### src/rtl/tdm_demux1_4.sv
// Receive-side 1:4 TDM demultiplexer: locks to a per-frame SYNC marker and
// reassembles four WIDTH-bit channel words from a slot-interleaved bit stream.

module tdm_demux1_4_lane #(
  parameter int WIDTH = 8
) (
  input  logic             CLK,
  input  logic             RST_N,
  input  logic             shift_en,
  input  logic             din,
  output logic [WIDTH-1:0] word_q
);
  logic [WIDTH-1:0] word_d;

  always_comb word_d = shift_en ? {word_q[WIDTH-2:0], din} : word_q;

  always_ff @(posedge CLK or negedge RST_N)
    if (!RST_N) word_q <= '0;
    else        word_q <= word_d;
endmodule

module tdm_demux1_4 #(
  parameter int WIDTH = 8
) (
  input  logic               CLK,
  input  logic               RST_N,
  input  logic               IN,
  input  logic               IN_VALID,
  input  logic               SYNC,
  output logic [1:0]         SL,
  output logic [4*WIDTH-1:0] OUT,
  output logic               OUT_VALID,
  output logic               LOCKED,
  output logic               SYNC_ERR
);
  localparam int BCW = $clog2(WIDTH);
  localparam logic [BCW-1:0] BC_LAST = BCW'(WIDTH - 1);

  typedef enum logic {HUNT, LOCK} state_t;

  state_t                   state_q, state_d;
  logic [1:0]               sl_q, sl_d;
  logic [BCW-1:0]           bc_q, bc_d;
  logic [4*WIDTH-1:0]       out_q, out_d;
  logic                     out_valid_q, out_valid_d;
  logic                     sync_err_q, sync_err_d;
  logic [3:0]               shift_en;
  logic [3:0][WIDTH-1:0]    words_q;
  logic [3:0][WIDTH-1:0]    words_fin;
  logic                     at_start, at_end;

  for (genvar k = 0; k < 4; k++) begin : g_lane
    tdm_demux1_4_lane #(.WIDTH(WIDTH)) u_lane (
      .CLK      (CLK),
      .RST_N    (RST_N),
      .shift_en (shift_en[k]),
      .din      (IN),
      .word_q   (words_q[k])
    );
  end

  assign at_start = (sl_q == 2'd0) && (bc_q == '0);
  assign at_end   = (sl_q == 2'd3) && (bc_q == BC_LAST);

  // The frame-closing beat always lands in ch3, so the captured frame is the
  // current lane contents with that final bit appended to ch3.
  always_comb begin
    words_fin    = words_q;
    words_fin[3] = {words_q[3][WIDTH-2:0], IN};
  end

  always_comb begin
    state_d     = state_q;
    sl_d        = sl_q;
    bc_d        = bc_q;
    out_d       = out_q;
    out_valid_d = 1'b0;
    sync_err_d  = 1'b0;
    shift_en    = '0;
    if (IN_VALID) begin
      case (state_q)
        HUNT: begin
          if (SYNC) begin
            shift_en[0] = 1'b1;
            sl_d        = 2'd1;
            bc_d        = '0;
            state_d     = LOCK;
          end
        end
        LOCK: begin
          if (SYNC && !at_start) begin
            // Misplaced marker restarts the frame on this beat.
            sync_err_d  = 1'b1;
            shift_en[0] = 1'b1;
            sl_d        = 2'd1;
            bc_d        = '0;
          end else if (!SYNC && at_start) begin
            sync_err_d = 1'b1;
            sl_d       = 2'd0;
            bc_d       = '0;
            state_d    = HUNT;
          end else begin
            shift_en[sl_q] = 1'b1;
            sl_d           = sl_q + 2'd1;
            if (sl_q == 2'd3) bc_d = at_end ? '0 : bc_q + 1'b1;
            if (at_end) begin
              out_d       = words_fin;
              out_valid_d = 1'b1;
            end
          end
        end
        default: state_d = HUNT;
      endcase
    end
  end

  always_ff @(posedge CLK or negedge RST_N) begin
    if (!RST_N) begin
      state_q     <= HUNT;
      sl_q        <= '0;
      bc_q        <= '0;
      out_q       <= '0;
      out_valid_q <= 1'b0;
      sync_err_q  <= 1'b0;
    end else begin
      state_q     <= state_d;
      sl_q        <= sl_d;
      bc_q        <= bc_d;
      out_q       <= out_d;
      out_valid_q <= out_valid_d;
      sync_err_q  <= sync_err_d;
    end
  end

  assign SL        = sl_q;
  assign OUT       = out_q;
  assign OUT_VALID = out_valid_q;
  assign LOCKED    = (state_q == LOCK);
  assign SYNC_ERR  = sync_err_q;
endmodule

### config.mk
export PLATFORM = sky130hd
export DESIGN_NAME = tdm_demux1_4
export DESIGN_NICKNAME = d
export VERILOG_FILES = /design/src/rtl/tdm_demux1_4.sv
export SDC_FILE = /design/constraint.sdc
export NUM_CORES = 1
export LEC_CHECK = 0
export CAP_MARGIN = 40
export CORE_MARGIN = 2
export CORE_UTILIZATION = 50
export CTS_CLUSTER_DIAMETER = 200
export CTS_CLUSTER_SIZE = 25
export DETAILED_ROUTE_END_ITERATION = 7
export DONT_BUFFER_PORTS = 1
export GPL_TIMING_DRIVEN = 0
export PLACE_DENSITY_LB_ADDON = 0.05
export SYNTH_ARGS = -nofsm -noshare
export SYNTH_HDL_FRONTEND = slang
export SYNTH_HIERARCHICAL = 1
export SYNTH_SLANG_ARGS = --single-unit
### constraint.sdc
create_clock -name CLK -period 4.4 [get_ports CLK]
set_input_delay 1.32 -clock CLK [delete_from_list [all_inputs] [get_ports CLK]]
set_output_delay 1.32 -clock CLK [all_outputs]
set_load 0.01 [all_outputs]
# Word level (Yosys, flattened, before mapping)
# Cells that the tools add are included.
# classes
addsub	2
multipliers	0
div_mod_pow	0
magnitude_cmp	2
n_eq_ne	4
shift	0
mux	31
bitwise_logic	3
reduce_logical	12
# ops
cell	n
two-way mux 3 bit	7
two-way mux 1 bit	14
two-way mux 4 bit	2
two-way mux 2 bit	3
case mux 3 bit (2 select lines)	1
logical AND 1 bit	5
AND reduction 5 bit	1
!= test 4 x 1 -> 1 bit, second input constant	1
case mux 1 bit (2 select lines)	2
case mux 2 bit (2 select lines)	1
adder 3 x 1 -> 3 bit, second input constant	1
== test 3 bit, second input constant	1
logical NOT 3 bit	1
< comparator 2 x 3 -> 1 bit, second input constant	1
NOT 1 bit	3
AND reduction 3 bit	1
adder 2 x 1 -> 2 bit, second input constant	1
demux 1 bit (select 2 bit)	1
== test 2 bit, second input constant	1
>= comparator 2 x 1 -> 1 bit, second input constant	1
logical NOT 1 bit	2
logical NOT 2 bit	1
!= test 2 bit, second input constant	1
AND reduction 2 bit	1
# totals
reg_bits	71
latch_bits	0
ramBits	0
rom_bits	0
out_inout_bits	37
word_cells	64
n_memories	0

# Logic depth before layout (Yosys ltp)
# depth
word_depth	8
ltp_mapped	11

# Modules after synthesis
# The synthesis kept the hierarchy.
# modules_own_cells
module	n_inst	cells_per_inst	area_per_inst_um2
tdm_demux1_4	1	126	1901.8
tdm_demux1_4_lane	4	17	331.6

# Worst setup path before layout
# OpenSTA, ideal clock, no wires.
# synth_path
path_type	input port to flip-flop
from	input SYNC
to	register out_q[0], in the netlist OUT[0]
t_arrival_ps	2559
slack_ps	1716
stages	7
path_cell_list	inv_1 -> ha_1 -> nand2_1 -> or3_1 -> buf_6 -> buf_12 -> mux2_4
# synth_via
elab_chain_len	4
elab_cells_between_ends	6
# synth_rtl
element	line	text
start: declaration	29	input logic SYNC,
logical NOT 1 bit	97	end else if (!SYNC && at_start) begin
logical AND 1 bit	97	
NOT 1 bit (no source line)	--	
AND reduction 5 bit (no source line) *	--	
end signal: assignment	129	out_q <= out_d;
end: declaration	44	logic [4*WIDTH-1:0] out_q, out_d;
# Every way passes the cells marked *; elsewhere a longest branch is shown, timed or not.
# A chain may end at the register's enable or synchronous reset.

# Worst setup path after layout
# layout_path
from	register sl_q[0], in the netlist SL[0]
to	register out_q[21], in the netlist OUT[21]
# layout_via
elab_chain_len	6
elab_cells_between_ends	10
# layout_rtl
element	line	text
start: declaration	42	logic [1:0] sl_q, sl_d;
start signal: assignment	127	sl_q <= sl_d;
logical NOT 2 bit	62	assign at_start = (sl_q == 2'd0) && (bc_q == '0);
logical AND 1 bit	62	
logical NOT 1 bit	91	if (SYNC && !at_start) begin
logical AND 1 bit	91	
NOT 1 bit (no source line)	--	
AND reduction 5 bit (no source line) *	--	
# Marks and branches as above.

==> results.md <==
- Post-route setup slack: 1.90 ns
- Worst-skew pair later-pin latency: 0.34 ns
- Fillers: 505
- Final Skew: 0.00893 ns
- CP Data Arrival Time: 2.72 ns
- Row count: 29
- Antenna violations before repair: 0
- Cts bufs inserted: 9
- Postcts setup bufs: 0
- Full die area: 7030 um^2
- Pin count of the biggest net entering global routing: 72
- Vias post-DR: 1526
- Hold Vio Cnt, Final: 0
- Post-cts sizing count: 0
- Crit end category: flip-flop
- Via count of the first global-routing pass: 1648
- Initial Util: 51.1%
- Non-Filler Instances: 285
- RSZ-0062 raised after global routing: false
- Number of port buffers: 0
- Via density: 5.35
- CTS root buffer: clkbuf_8
- TNS Setup: 0 ns
- Overall global routing resource usage: 15.9%
- Max-cap violations: 0
- Hpwl dp: 3390 um
- Lkg Pwr: 1.81 nW
- Pre-CTS WS: 1.65 ns
- WL final: 5040 um
- Yosys warnings: 6
- Avg Cell Area, Syn: 16.6 um^2
- Final core area utilization: 55.3%
- Max VDD drop: 0.000218 V
- Status: complete, no violations
- Worst-Margin Slew: 0.413 ns
- Detail Route Antenna Nets: 0
- Area of the core: 6240 um^2
- Global route hottest layer: met2
- GR Layer Usage met3: 5.64%
- Critical path fanouts, max: 10
- Req. time, crit path: 4.62 ns
- Met1 usage: 20.8%
- CTS Sinks: 71
- H-Tree Depth: 3
- # nets final: 219
- Slew headroom: 72.3%
- Starting DRT DRC Count: 32
- Worst hold-check path type: flip-flop to flip-flop
- Met2 Resource Use GR: 24.3%
- # IOs: 42
- Die X: 83.9 um
- Maximum buffer depth of the clock tree: 2
- N_diodes: 0
- Share of layout cells above drive strength 1: 41.3%
- CP startpoint kind: flip-flop
- Crit Path Class: flip-flop to flip-flop
- Placed Instances: 269
- Clk slew on worst S/H paths: 0.07 ns
- Fin crit share: 56.8%
- Final Max Tran Viols: 0
- Setup violators final: 0
- Routed length per instance: 17.7 um
- Ratio of total power to cell area: 510 nW/um^2
- Drt drc: 0
- Synth Instances: 192
- CTS tree: yes
- Tmin final: 2.50 ns
- First-pass GRT wire length: 8690 um
- Post-Syn Area: 3190 um^2
- Die Y: 83.9 um
- Grt ovf: 0
- GPL Wtd Cong: 0.825
- Syn_nets: 208
- Layout area overhead: 8.28%
- Max Fclk: 400 MHz
- CTS hold repair buffers: 0
- Drt pass-1 iters: 4
## critical path: stages, from the launching register on
cell and delay (ns):
dfrtp_1 0.51, inv_1 0.14, ha_1 0.25, nand2_1 0.07, or2_2 0.11, inv_1 0.05, ha_1 0.29, nand2_1 0.05
or3_1 0.32, buf_6 0.15, buf_12 0.15, mux2_4 0.30
## registers in the layout (all words and copies together) (netlist names)
signal / cells
SL: 2
bc_q: 3
OUT_VALID: 1
SYNC_ERR: 1
LOCKED: 1
OUT: 32
g_lane.u_lane/word_q: 31
## worst paths after layout
path / startpoint / cells past startpoint / end / slack, ns
worst max-delay path: SL[0] / 11 / OUT[21] / 1.90
worst min-delay path: g_lane[2].u_lane/word_q[7] / 1 / g_lane[2].u_lane/word_q[7] / 0.52
worst max register to register: SL[0] / 11 / OUT[21] / 1.90
worst min register to register: g_lane[2].u_lane/word_q[7] / 1 / g_lane[2].u_lane/word_q[7] / 0.52
max in group asynchronous: RST_N / 0 / LOCKED / 3.63
min in group asynchronous: RST_N / 0 / OUT[31] / 0.67
## metal layers
metal	up-vias	share of wire, %
met2	38	48
met5	-	0
li1	684	-
met4	0	1.5
met3	9	5.3
met1	795	45
## final cells by class
| class | instances | area (um^2) | share of cell area [%] |
|---|---|---|---|
| Sequential cell | 71 | 1780 | 51.5 |
| Multi-Input combinational cell | 105 | 1260 | 36.6 |
| Clock buffer | 13 | 149 | 4.31 |
| Buffer | 9 | 120 | 3.48 |
| Tap cell | 77 | 96.3 | 2.79 |
| Inverter | 7 | 26.3 | 0.761 |
| Clock inverter | 3 | 18.8 | 0.544 |
## cell usage in the layout (no fill, tap or decap), drive strengths merged
master   n
o21a     1
inv      7
a21o     1
a31oi    1
dfrtp   71
nand3    1
clkbuf  14
nor4     1
a32o     1
a22o     1
mux2i    1
o31ai    1
nand2b   2
a21oi    3
ha      11
or2      1
or3      1
o21ai    2
or2b     1
nor2     3
buf      8
mux2    63
clkinv   3
nand3b   1
nand2    3
nor3     1
nor2b    1
and3     3
## power by group
| group | internal, mW | switching, mW | total [mW] |
|---|---|---|---|
| Combinational | 0.262 | 0.141 | 0.403 |
| Sequential | 0.780 | 0.127 | 0.907 |
| Clock | 0.220 | 0.231 | 0.451 |
| Total | 1.26 | 0.498 | 1.76 |
## per-stage QoR
stage / hold slack [ns] / area [um^2] / power [mW]
after floorplan: 0.482 / 3190 / 1.24
after global routing: 0.540 / 3450 / 1.87
after global placement: 0.497 / 3280 / 1.30
after detailed placement: 0.501 / 3280 / 1.32
final: 0.520 / 3450 / 1.76
after CTS: 0.523 / 3450 / 1.78
Note: power is estimated with default switching activity, not from simulation.
